===== config.mk =====
export PLATFORM = sky130hd
export DESIGN_NAME = mfp_seven_segment_scanner
export DESIGN_NICKNAME = d
export VERILOG_FILES = /design/src/rtl/mfp_display_pkg.sv /design/src/rtl/mfp_hex_to_seven_segment.sv /design/src/rtl/mfp_seven_segment_scanner.sv
export SDC_FILE = /design/constraint.sdc
export NUM_CORES = 1
export LEC_CHECK = 0
export CAP_MARGIN = 40
export CORE_MARGIN = 8
export CORE_UTILIZATION = 58
export CTS_CLUSTER_DIAMETER = 100
export DETAILED_ROUTE_END_ITERATION = 6
export PLACE_DENSITY = 0.92
export SYNTH_ARGS = -nofsm -noshare
export SYNTH_HDL_FRONTEND = slang
export SYNTH_SLANG_ARGS = --single-unit

===== constraint.sdc =====
create_clock -name clk_i -period 7.8 [get_ports clk_i]
set_input_delay 0.78 -clock clk_i [delete_from_list [all_inputs] [get_ports clk_i]]
set_output_delay 0.78 -clock clk_i [all_outputs]
set_load 0.005 [all_outputs]

===== src/rtl/mfp_display_pkg.sv =====
// Shared definitions for the multiplexed seven-segment display.
//   slot_state_e : per-slot FSM encoding (blank guard, then drive)
//   SegTable     : active-low {g,f,e,d,c,b,a} patterns for hex digits 0..F
//   SegBlank     : all segments off
package mfp_display_pkg;

    typedef enum logic {
        StBlank = 1'b0,
        StDrive = 1'b1
    } slot_state_e;

    localparam logic [6:0] SegBlank = 7'h7F;

    // Packed table, entry [n] is the pattern for hex value n (F listed first).
    localparam logic [15:0][6:0] SegTable = {
        7'h0E, 7'h06, 7'h21, 7'h46, 7'h03, 7'h08, 7'h10, 7'h00,
        7'h78, 7'h02, 7'h12, 7'h19, 7'h30, 7'h24, 7'h79, 7'h40
    };

endpackage : mfp_display_pkg


===== src/rtl/mfp_hex_to_seven_segment.sv =====
// Combinational hex-to-seven-segment decoder.
//   nibble_i   : hex value 0..F
//   segments_o : active-low {g,f,e,d,c,b,a}
module mfp_hex_to_seven_segment
    import mfp_display_pkg::*;
(
    input  logic [3:0] nibble_i,
    output logic [6:0] segments_o
);

    assign segments_o = SegTable[nibble_i];

endmodule : mfp_hex_to_seven_segment


===== src/rtl/mfp_seven_segment_scanner.sv =====
// Time-multiplexed scanner for a common-anode seven-segment display.
// Each digit gets a slot of 2^SCAN_DIV cycles; the first BLANK cycles of a slot
// keep everything dark to avoid ghosting. Inputs are captured once per frame.
//   clk_i        : system clock
//   resetn_i     : asynchronous active-low reset
//   number_i     : hex nibbles, nibble i drives digit i
//   digit_en_i   : per-digit enable
//   dot_i        : per-digit decimal point
//   brightness_i : PWM duty 0..15 (only with MFP_DISPLAY_BRIGHTNESS_EN)
//   anodes_o     : active-low digit selects (registered)
//   segments_o   : active-low {g,f,e,d,c,b,a} (registered)
//   dp_o         : active-low decimal point (registered)
// Optional feature macro: MFP_DISPLAY_BRIGHTNESS_EN
module mfp_seven_segment_scanner
    import mfp_display_pkg::*;
#(
    parameter int unsigned DIGITS   = 8,
    parameter int unsigned SCAN_DIV = 16,
    parameter int unsigned BLANK    = 4
) (
    input  logic                  clk_i,
    input  logic                  resetn_i,
    input  logic [4*DIGITS-1:0]   number_i,
    input  logic [DIGITS-1:0]     digit_en_i,
    input  logic [DIGITS-1:0]     dot_i,
`ifdef MFP_DISPLAY_BRIGHTNESS_EN
    input  logic [3:0]            brightness_i,
`endif
    output logic [DIGITS-1:0]     anodes_o,
    output logic [6:0]            segments_o,
    output logic                  dp_o
);

    localparam int unsigned IdxW = $clog2(DIGITS);

    logic [SCAN_DIV-1:0] cnt_q, cnt_d;
    logic [IdxW-1:0]     idx_q, idx_d;
    slot_state_e         state_q, state_d;

    logic [4*DIGITS-1:0] number_q;
    logic [DIGITS-1:0]   digit_en_q;
    logic [DIGITS-1:0]   dot_q;

    logic [DIGITS-1:0]   anodes_q, anodes_d;
    logic [6:0]          segments_q, segments_d;
    logic                dp_q, dp_d;

    logic                tick;
    logic                frame_wrap;
    logic [3:0]          nibble_sel;
    logic                en_sel;
    logic                dot_sel;
    logic [6:0]          seg_dec;
    logic [DIGITS-1:0]   anode_sel;
    logic                duty_on;

    assign tick       = &cnt_q;
    assign frame_wrap = tick && (idx_q == IdxW'(DIGITS - 1));

    // Counter, digit index and slot FSM next state.
    always_comb begin
        cnt_d   = cnt_q + 1'b1;
        idx_d   = idx_q;
        state_d = state_q;
        if (tick) begin
            idx_d = frame_wrap ? '0 : idx_q + 1'b1;
        end
        case (state_q)
            StBlank: if (cnt_q == SCAN_DIV'(BLANK - 1)) state_d = StDrive;
            StDrive: if (tick) state_d = StBlank;
            default: state_d = StBlank;
        endcase
    end

    // Per-digit select from the frame snapshot; loop keeps non-power-of-2
    // DIGITS from indexing past the vectors.
    always_comb begin
        nibble_sel = '0;
        en_sel     = 1'b0;
        dot_sel    = 1'b0;
        for (int i = 0; i < int'(DIGITS); i++) begin
            if (idx_q == IdxW'(i)) begin
                nibble_sel = number_q[4*i +: 4];
                en_sel     = digit_en_q[i];
                dot_sel    = dot_q[i];
            end
        end
    end

    assign anode_sel = ~(DIGITS'(1) << idx_q);

    mfp_hex_to_seven_segment u_hex_to_seven_segment (
        .nibble_i   (nibble_sel),
        .segments_o (seg_dec)
    );

`ifdef MFP_DISPLAY_BRIGHTNESS_EN
    logic [3:0] brightness_q;
    assign duty_on = (cnt_q[3:0] < brightness_q);
`else
    assign duty_on = 1'b1;
`endif

    // Output next state: dark by default, driven only in the DRIVE phase.
    always_comb begin
        anodes_d   = '1;
        segments_d = SegBlank;
        dp_d       = 1'b1;
        if (state_q == StDrive) begin
            if (en_sel && duty_on) anodes_d = anode_sel;
            segments_d = seg_dec;
            dp_d       = ~dot_sel;
        end
    end

    always_ff @(posedge clk_i or negedge resetn_i) begin
        if (!resetn_i) begin
            cnt_q      <= '0;
            idx_q      <= '0;
            state_q    <= StBlank;
            anodes_q   <= '1;
            segments_q <= SegBlank;
            dp_q       <= 1'b1;
        end else begin
            cnt_q      <= cnt_d;
            idx_q      <= idx_d;
            state_q    <= state_d;
            anodes_q   <= anodes_d;
            segments_q <= segments_d;
            dp_q       <= dp_d;
        end
    end

    // Snapshot only at the frame boundary so a frame never mixes inputs.
    always_ff @(posedge clk_i or negedge resetn_i) begin
        if (!resetn_i) begin
            number_q   <= '0;
            digit_en_q <= '0;
            dot_q      <= '0;
        end else if (frame_wrap) begin
            number_q   <= number_i;
            digit_en_q <= digit_en_i;
            dot_q      <= dot_i;
        end
    end

`ifdef MFP_DISPLAY_BRIGHTNESS_EN
    always_ff @(posedge clk_i or negedge resetn_i) begin
        if (!resetn_i) begin
            brightness_q <= '0;
        end else if (frame_wrap) begin
            brightness_q <= brightness_i;
        end
    end
`endif

    assign anodes_o   = anodes_q;
    assign segments_o = segments_q;
    assign dp_o       = dp_q;

endmodule : mfp_seven_segment_scanner


---- Word level (Yosys, flattened, before mapping) ----
Memories as Yosys holds them, arrays and structs flattened.
Index checks and enable logic that the tools add are counted.
operators by class
  $add $sub $neg .......................... 2
  $mul .................................... 0
  div/mod/pow operators ................... 0
  order comparisons ....................... 1
  equal/unequal tests ..................... 8
  shift operators ......................... 1
  mux-type cells .......................... 33
  bitwise gates (word level) .............. 3
  reduce and logical (&&, ||, !) cells .... 3
operators by type and width
  operator                                                     count
  two-way mux 4 bit                                            8
  two-way mux 1 bit                                            19
  adder 16 x 1 -> 16 bit (second input constant)               1
  equality test 16 x 2 -> 1 bit (second input constant)        1
  two-way mux 8 bit                                            2
  AND reduction 16 bit                                         1
  two-way mux 7 bit                                            2
  equality test 3 bit (second input constant)                  4
  inverter 8 bit                                               1
  left shift 1 x 3 -> 8 bit (first input constant)             1
  equality test 3 x 2 -> 1 bit (second input constant)         2
  less-than comparator 4 x 5 -> 1 bit (second input constant)  1
  adder 3 x 1 -> 3 bit (second input constant)                 1
  equality test 3 x 1 -> 1 bit (second input constant)         1
  zero test 3 bit                                              1
  two-way mux 3 bit                                            1
  inverter 1 bit                                               2
  one-hot mux 1 bit (2 select lines)                           1
  logical AND 1 bit                                            1
word-level totals
  register bits ........................... 84
  latch bits .............................. 0
  memory bits (writable) .................. 0
  ROM bits ................................ 112
  input bits .............................. 50
  output and inout bits ................... 16
  word-level logic and storage cells ...... 61
  memories kept ........................... 1
memory list
  memory            words  width  read ports  clocked after memory_dff  wr ports  line                            RTL
  (name not given)  16     7      1           0                         0         mfp_hex_to_seven_segment.sv:11  assign segments_o = SegTable[nibble_i];

---- Longest topological paths before layout ----
Gate-level depths: netlist (run 1).
  word-level depth ........................ 12
  depth in mapped cells ................... 13
  gate-level depth less buffers ........... 11

---- Hierarchy ----
Synthesis (run 1) repeated with hierarchy kept, for this count alone.
second synthesis, totals
  cell total of the unflattened synthesis .. 334
  area total of the unflattened synthesis .. 4200.3 um2
modules (own cells, without submodules)
  module                     times used  cells an instance  area an instance (um2)  sequential area each (um2)
  mfp_seven_segment_scanner  1           302                3925.0                  2122.0
  mfp_hex_to_seven_segment   1           32                 275.3                   0.0

---- Worst setup path after synthesis (run 1) ----
Ideal clock, no wire load.
  path type ............................... register to register
  start ................................... reg idx_q[2]
  end ..................................... reg segments_q[1] (netlist: segments_o[1])
  library setup time ...................... 0.069 ns
  arrival ................................. 2.851 ns
  required time ........................... 7.731 ns
  slack ................................... 4.880 ns
  cell stages (with the launch flop) ...... 13
  path buffers ............................ 2
  period minus slack after synthesis ...... 2.920 ns
  cells stage by stage .................... dfrtp_1 > buf_2 > clkinv_1 > ha_1 > buf_2 > a221oi_1 > a221oi_1 > a221oi_1 > inv_1 > ha_1 > inv_1 > mux2_4 > o21ai_2
on the way
  cells in the longest elaborated chain, start to end .. 12
  elaborated cells on any way between the ends .. 19
  classes of those cells .................. eq/ne: 7; mux: 10; reduce/logical: 1; memory: 1
RTL lines
  what                                         line                              RTL
  start: declaration                           mfp_seven_segment_scanner.sv:37   logic [IdxW-1:0] idx_q, idx_d;
  start signal: assignment                     mfp_seven_segment_scanner.sv:126  idx_q <= idx_d;
  zero test 3 bit                              mfp_seven_segment_scanner.sv:82   if (idx_q == IdxW'(i)) begin
  two-way mux 4 bit (7 in series)              mfp_seven_segment_scanner.sv:82
  two-way mux 4 bit (*)                        mfp_seven_segment_scanner.sv:82
  memory (16 x 7 bit) (*)                      -
  two-way mux 7 bit (implied by the code) (*)  mfp_hex_to_seven_segment.sv:11
  two-way mux 7 bit (*)                        mfp_seven_segment_scanner.sv:109  if (state_q == StDrive) begin
  via segments_d[1]                            mfp_seven_segment_scanner.sv:45   logic [6:0] segments_q, segments_d;
  end signal: assignment                       mfp_seven_segment_scanner.sv:122  segments_q <= SegBlank;
  end signal: assignment                       mfp_seven_segment_scanner.sv:129  segments_q <= segments_d;
  end: declaration                             mfp_seven_segment_scanner.sv:45
Mark *: on every way through the listed nets, which the timed path passes. The rest lies on a longest branch. The select of a mux whose other input is x is not followed.
A chain may end at the register's enable or synchronous reset.

---- Worst setup path after layout (run 1) ----
Ends and elaborated chain as after synthesis.

==> key figures, run 1 <==
Clock tree
  • Clk sinks: 84
  • Clock tree buffer depth: 2
  • Worst-skew pair later-pin latency: 0.37 ns
  • CTS tree: yes
  • Hold buffer count at CTS: 0
  • Root buffer cell: clkbuf_8
  • Clock transition at path regs: 0.08 ns
  • # resized after CTS: 0
  • H-tree depth: 3
  • TritonCTS buffer count: 9
  • Setup Fix Bufs, Post-CTS: 0

Detailed routing
  • Final wirelength: slightly below 9 mm
  • Met2 routed WL: 4.11 mm
  • DRT Pass-1 Iters: 5
  • Routed wl met3: 516 microns
  • DR top layer: met4
  • DR vias/cell: 5.75
  • Drc violations: 0
  • WL per Instance: 17.4 microns
  • 1st-iter DRT viols: ~170
  • Vias: 2879
  • Post-route ant nets: 0
  • Met1 wire length: a little under 4 mm

Synthesis
  • Post-Syn Area: 4060 sq um
  • Post-synth ARST share: 1.00
  • Number of synthesized flops with an enable pin: 0
  • Average cell area after synthesis: 11.9 sq um
  • Syn Inst Count: 340
  • Number of distinct library cells after synthesis: 61
  • Yosys reg bits: 84
  • Mapped Nets: 403
  • Sequential area share after synthesis: 0.523
  • Top_reg_cell synth: dfrtp_1
  • YS warnings: 0

Timing
  • Hold Fails Final Rpt: 0
  • Slew @ Worst Pin: 0.824 ns
  • RSZ-0062 raised after global routing: no
  • Setup TNS Final: 0 ns
  • Slew HR: 0.450
  • Final setup vio count: 0
  • Min cycle time layout: 3.77 ns
  • Final Skew: 0.00732 ns
  • Period utilisation layout: 0.483
  • Pins Over Slew Limit: 0
  • F_max: about 270 MHz
  • Final worst slack: 4.03 ns

Power and ir drop
  • Total power draw: 0.000781 W
  • PD cells: 158 nW/um^2
  • Peak supply drop: 0.0000991 V
  • Lkg Pwr: 2.28 nW

Cells and area
  • Ratio of cells with drive above 1 in the final layout: 0.156
  • Commonest non-fill, non-tap cell in the layout: dfrtp_1
  • Area Growth Syn to Fin: 22.0%
  • Ant. Diodes: 0
  • Most frequent cells in the layout: dfrtp_1 (68), clkdlybuf4s50_1 (64), mux2_1 (28)
  • Layout net count: 463
  • Final std cells w/o fill: 501
  • Design area: 4950 sq um

Critical path
  • Worst-path cell chain: clkinv_1, ha_1, a221oi_1, a221oi_1, a221oi_1, inv_1, ha_1, inv_1, mux2_4, o21ai_2
  • Crit path buffers/inverters: 3
  • Crit-path leading delay family: compound AO/OA/AOI/OAI gates
  • Cell mode on critical path: a221oi_1
  • Critical Path RT: 8.11 ns
  • Slowest cell on crit path: dfrtp_1
  • Reg2reg path depth: 10
  • RR Endpoint: segments_o[1]
  • R2r setup slk: 4.03 ns
  • Crit Path Max Fanout: 20
  • Critical path launch point type: flop
  • Max incr delay on CP: 0.72 ns
  • CP Capture Type: flop
  • Reg2reg start: idx_q[2]
  • CP arrival: roughly 4.1 ns
  • Crit path kind: reg -> reg

Die
  • IO Pins: 66
  • Width of the die: 99.7 microns
  • Die Y: roughly 100 microns
  • Core ar.: 6790 sq um
  • Initial Util: 0.597
  • Die area: 9930 sq um
  • Site Rows: 30

Place
  • PortBufs: 65
  • Placed Area: 4760 sq um
  • Post-placement cell count: ~490
  • Dpl hpwl: 6.26 mm
  • Gpl congestion: between 0.9 and 1
  • Pre-CTS WS: 4.20 ns

Flow run
  • MaxCap Viol Count: 0

Global route
  • Vias in the first global route: 2896
  • GRT Total Usage: 0.189
  • First-pass GRT wire length: 14.7 mm
  • Grt ovf: 0
  • Initial antenna violation count: 0
  • Pin count of the biggest net entering global routing: 55

Run status
  • Status: finished clean

Worst hold path
  • Worst Hold Class: in -> async
-- worst reg2reg max path, cell delays in order (launching register included) --
cell and delay [ns]:
dfrtp_1 0.72, clkinv_1 0.40, ha_1 0.49, a221oi_1 0.35
a221oi_1 0.12, a221oi_1 0.63, inv_1 0.20, ha_1 0.36
inv_1 0.05, mux2_4 0.27, o21ai_2 0.12
-- synthesized netlist by cell type, types with 4 or more instances --
library cell,number,share of area
a21o_1,5,0.0092
a221o_1,5,0.012
a221oi_1,7,0.015
buf_2,9,0.011
dfrtp_1,68,0.42
dfstp_2,16,0.10
ha_1,13,0.040
inv_1,17,0.016
mux2_1,28,0.078
mux2_2,20,0.055
nand2_1,20,0.018
nand3_1,17,0.021
nor2_1,14,0.013
o211ai_1,4,0.0074
o21ai_0,7,0.0086
xnor2_1,10,0.022
xor2_1,4,0.0086
-- worst max-delay path by stage --
stage / startpoint / to / slack [ns] / depth (start not counted)
after floorplan: idx_q[2] / segments_o[1] / 4.88 / 12
after global placement: idx_q[2] / segments_o[1] / 4.44 / 10
after detailed placement: idx_q[2] / segments_o[1] / 4.20 / 10
after CTS: idx_q[2] / segments_o[1] / 4.14 / 10
after global routing: idx_q[2] / segments_o[0] / 3.74 / 10
final: idx_q[2] / segments_o[1] / 4.03 / 10
-- stage by stage --
stage	util	hold slack, ns
after global placement	0.696	0.432
after detailed placement	0.700	0.455
after CTS	0.729	0.334
after global routing	0.729	0.346
final	0.729	0.325
after floorplan	-	0.401
-- power breakdown --
part           total (W)  switching [W]  internal [W]  leakage (nW)
Combinational  0.0000343      0.0000116     0.0000227          1.09
Clock           0.000311       0.000155      0.000156        0.0926
Sequential      0.000436              0      0.000436          1.10
-- logic make-up after synthesis --
logic type,synth area share
simple gates,0.0974
fa+ha+maj,0.0401
xor+xnor,0.0302
flops,0.523
mux,0.142
buf+inv,0.0444
compound gates,0.123
-- flip-flops by register name, indices dropped and copies added, names as in the netlist --
| name | cells |
|---|---|
| dp_o | 1 |
| state_q | 1 |
| dot_q | 8 |
| number_q | 32 |
| digit_en_q | 8 |
| anodes_o | 8 |
| idx_q | 3 |
| segments_o | 7 |
| cnt_q | 16 |
-- cell type report --
class                      instances  area, sq um
sequential                        84         2120
inverter                          19         71.3
multi-input combinational        219         1760
timing repair buffer              67          683
fill                             455         1840
clock inverter                     4         50.0
tap                               96          120
clock buffer                      12          145
-- per-layer routing --
metal  vias up  global-route usage
met5         -                   0
met4         0              0.0978
met3        21              0.0545
met2        97               0.280
met1      1418               0.246
li1       1343                   -
(Power assumes the default switching activity.)
==> inputs of run 2 (changes only) <==
- CORE_UTILIZATION: 58 -> 53
- PLACE_DENSITY: 0.92 -> 0.85
- clock period: 7.8 -> 3.7 ns (I/O delays scaled with it)
==> run 2 against run 1 <==
Power increased by 130%. Via count decreased by 0.87%. Clock skew about the same. Critical path type unchanged. Worst setup slack got worse by 3.6 ns. Largest cell class unchanged. Sequential power increased by 110%. Sequential share of layout area decreased by 0.79 points. Critical path depth increased by 1. Maximum frequency increased by 16%. Combinational power increased by 120%. Final area increased by 1.9%.
==> key figures, run 2 (synthesis results as in run 1) <==
Global route
  • Initial antenna violation count: 0 (unchanged)
  • GRT Total Usage: 0.169 (-0.0202)
  • Met2 Usage GRT: 0.272 (-0.00819)
  • Pin count of the biggest net entering global routing: 48 (-13%)
  • First-pass GRT wire length: 14.7 mm (about the same)
  • Met3 Usage GRT: 0.0421 (-0.0123)
  • Vias in the first global route: 3008 (+3.9%)
  • Gr busiest metal: met2
  • Grt ovf: 0 (unchanged)
  • Met1 usage: 0.207 (-0.0387)

Timing
  • Slew @ Worst Pin: 0.748 ns (-0.0766 ns)
  • Slew HR: 0.501 (+0.0511)
  • Final Skew: 0.00747 ns (+0.000147 ns)
  • Min cycle time layout: 3.26 ns (-0.510 ns)
  • Hold WS: 0.472 ns (+0.147 ns)
  • Hold Fails Final Rpt: 0 (unchanged)
  • F_max: 307 MHz (+16%)
  • Pins Over Slew Limit: 0 (unchanged)
  • Final setup vio count: 0 (unchanged)
  • Setup TNS Final: 0 ns (unchanged)
  • Period utilisation layout: 0.880 (+0.397)
  • RSZ-0062 raised after global routing: no

Power and ir drop
  • Peak supply drop: 0.000201 V (+100%)
  • Total power draw: 0.00183 W (+130%)
  • PD cells: 362 nW/um^2 (+130%)
  • Lkg Pwr: 2.33 nW (+2.2%)

Place
  • PortBufs: 65 (unchanged)
  • Gpl congestion: 0.873 (-5.3%)
  • Dpl hpwl: 6.37 mm (+1.8%)
  • Post-placement cell count: 492 (+1.4%)

Clock tree
  • CTS tree: yes
  • Root buffer cell: clkbuf_8
  • Worst-skew pair later-pin latency: 0.36 ns (about the same)
  • Clock transition at path regs: 0.08 ns (about the same)
  • Clk sinks: 84 (unchanged)
  • H-tree depth: 3 (unchanged)
  • Setup Fix Bufs, Post-CTS: 0 (unchanged)
  • Clock tree buffer depth: 2 (unchanged)
  • # resized after CTS: 0 (unchanged)
  • TritonCTS buffer count: 9 (unchanged)
  • Hold buffer count at CTS: 1 (+1)

Cells and area
  • Fin util: 0.667 (-0.0623)
  • Largest Register: number_q
  • Commonest non-fill, non-tap cell in the layout: dfrtp_1
  • Layout net count: 465 (+0.43%)
  • Ratio of cells with drive above 1 in the final layout: 0.162 (+0.00661)
  • Final std cells w/o fill: 509 (+1.6%)
  • Most frequent cells in the layout: dfrtp_1 (68), clkdlybuf4s50_1 (64), mux2_1 (28)
  • Area Growth Syn to Fin: 24.3%
  • Max reg flops: 32 (unchanged)
  • Ant. Diodes: 0 (unchanged)
  • Biggest registers after layout: number_q x32, cnt_q x16

Die
  • Die Y: 104 microns (+3.9%)
  • Site Rows: 32 (+6.7%)
  • Initial Util: 0.536 (-0.0610)
  • Core ar.: 7570 sq um (+11%)
  • Die area: 10700 sq um (+7.9%)
  • IO Pins: 66 (unchanged)
  • Width of the die: 104 microns (+3.9%)

Critical path
  • CP Capture Type: flop
  • Reg2reg start: idx_q[0]
  • Reg2reg path depth: 11 (+1)
  • CP arrival: 3.52 ns (-0.55 ns)
  • Critical Path RT: 3.96 ns (-4.15 ns)
  • Critical path launch point type: flop
  • RR Endpoint: segments_o[0]
  • Crit path kind: reg -> reg
  • Crit Path Max Fanout: 15 (-25%)
  • R2r setup slk: 0.44 ns (-3.59 ns)

Detailed routing
  • Post-route ant nets: 0 (unchanged)
  • Drc violations: 0 (unchanged)
  • Final wirelength: 8.67 mm (-0.80%)
  • 1st-iter DRT viols: 214 (+24%)
  • DR vias/cell: 5.61 (-2.4%)
  • WL per Instance: 17.0 microns (-2.4%)
  • DRT Pass-1 Iters: 4 (-1)
  • Vias: 2854 (-0.87%)

Worst hold path
  • Worst Hold Class: reg -> reg
  • Worst Hold Path EP: cnt_q[0]
  • HP Start: cnt_q[0]
  • Hold path depth: 1

Run status
  • Status: finished clean

Flow run
  • MaxCap Viol Count: 0 (unchanged)
## run 2: layout make-up
type | instances | area (sq um)
well taps | 102 | 128
multi-input cells | 219 | 1760
repair buffers | 69 | 701
clock buffers | 9 | 124
clock inverters | 7 | 139
fillers | 543 | 2520
flip-flops and latches | 84 | 2120
inverters | 19 | 71.3
## run 2: critical path: stages (launching register included)
cell and delay [ns]:
dfrtp_1 0.42, ha_1 0.20, ha_1 0.48, nor2_1 0.11
a221oi_1 0.27, a221oi_1 0.13, a221oi_1 0.61, inv_1 0.19
ha_1 0.31, and2_1 0.18, o21ai_1 0.14, o2111ai_1 0.13
## run 2: how the worst max path moves through the flow
| stage | depth (start not counted) | to | slack [ns] | start |
|---|---|---|---|---|
| 6_report | 11 | segments_o[0] | 0.44 | idx_q[0] |
| 2_1_floorplan | 12 | segments_o[1] | 0.78 | idx_q[2] |
| 3_3_place_gp | 11 | segments_o[1] | 0.67 | idx_q[0] |
| 4_1_cts | 11 | segments_o[0] | 0.48 | idx_q[0] |
| 3_5_place_dp | 11 | segments_o[0] | 0.47 | idx_q[0] |
| 5_1_grt | 11 | segments_o[0] | 0.20 | idx_q[0] |
## run 2: metrics by stage
| stage | area [sq um] | worst slack, ns |
|---|---|---|
| after floorplan | 4060 | 0.780 |
| after global placement | 4750 | 0.670 |
| after detailed placement | 4770 | 0.474 |
| after CTS | 5050 | 0.477 |
| after global routing | 5050 | 0.204 |
| final | 5050 | 0.444 |
## run 2: metal layers
| metal | vias to the layer above | part of all wire |
|---|---|---|
| met1 | 1392 | 0.44 |
| met2 | 92 | 0.48 |
| li1 | 1353 | - |
| met3 | 17 | 0.050 |
| met4 | 0 | 0.026 |
| met5 | - | 0 |
## run 2: power breakdown
group,total (W),switching (W),internal [W]
clock,0.000836,0.000321,0.000515
combinational,0.0000740,0.0000254,0.0000486
sequential,0.000918,0,0.000918
total,0.00183,0.000347,0.00148
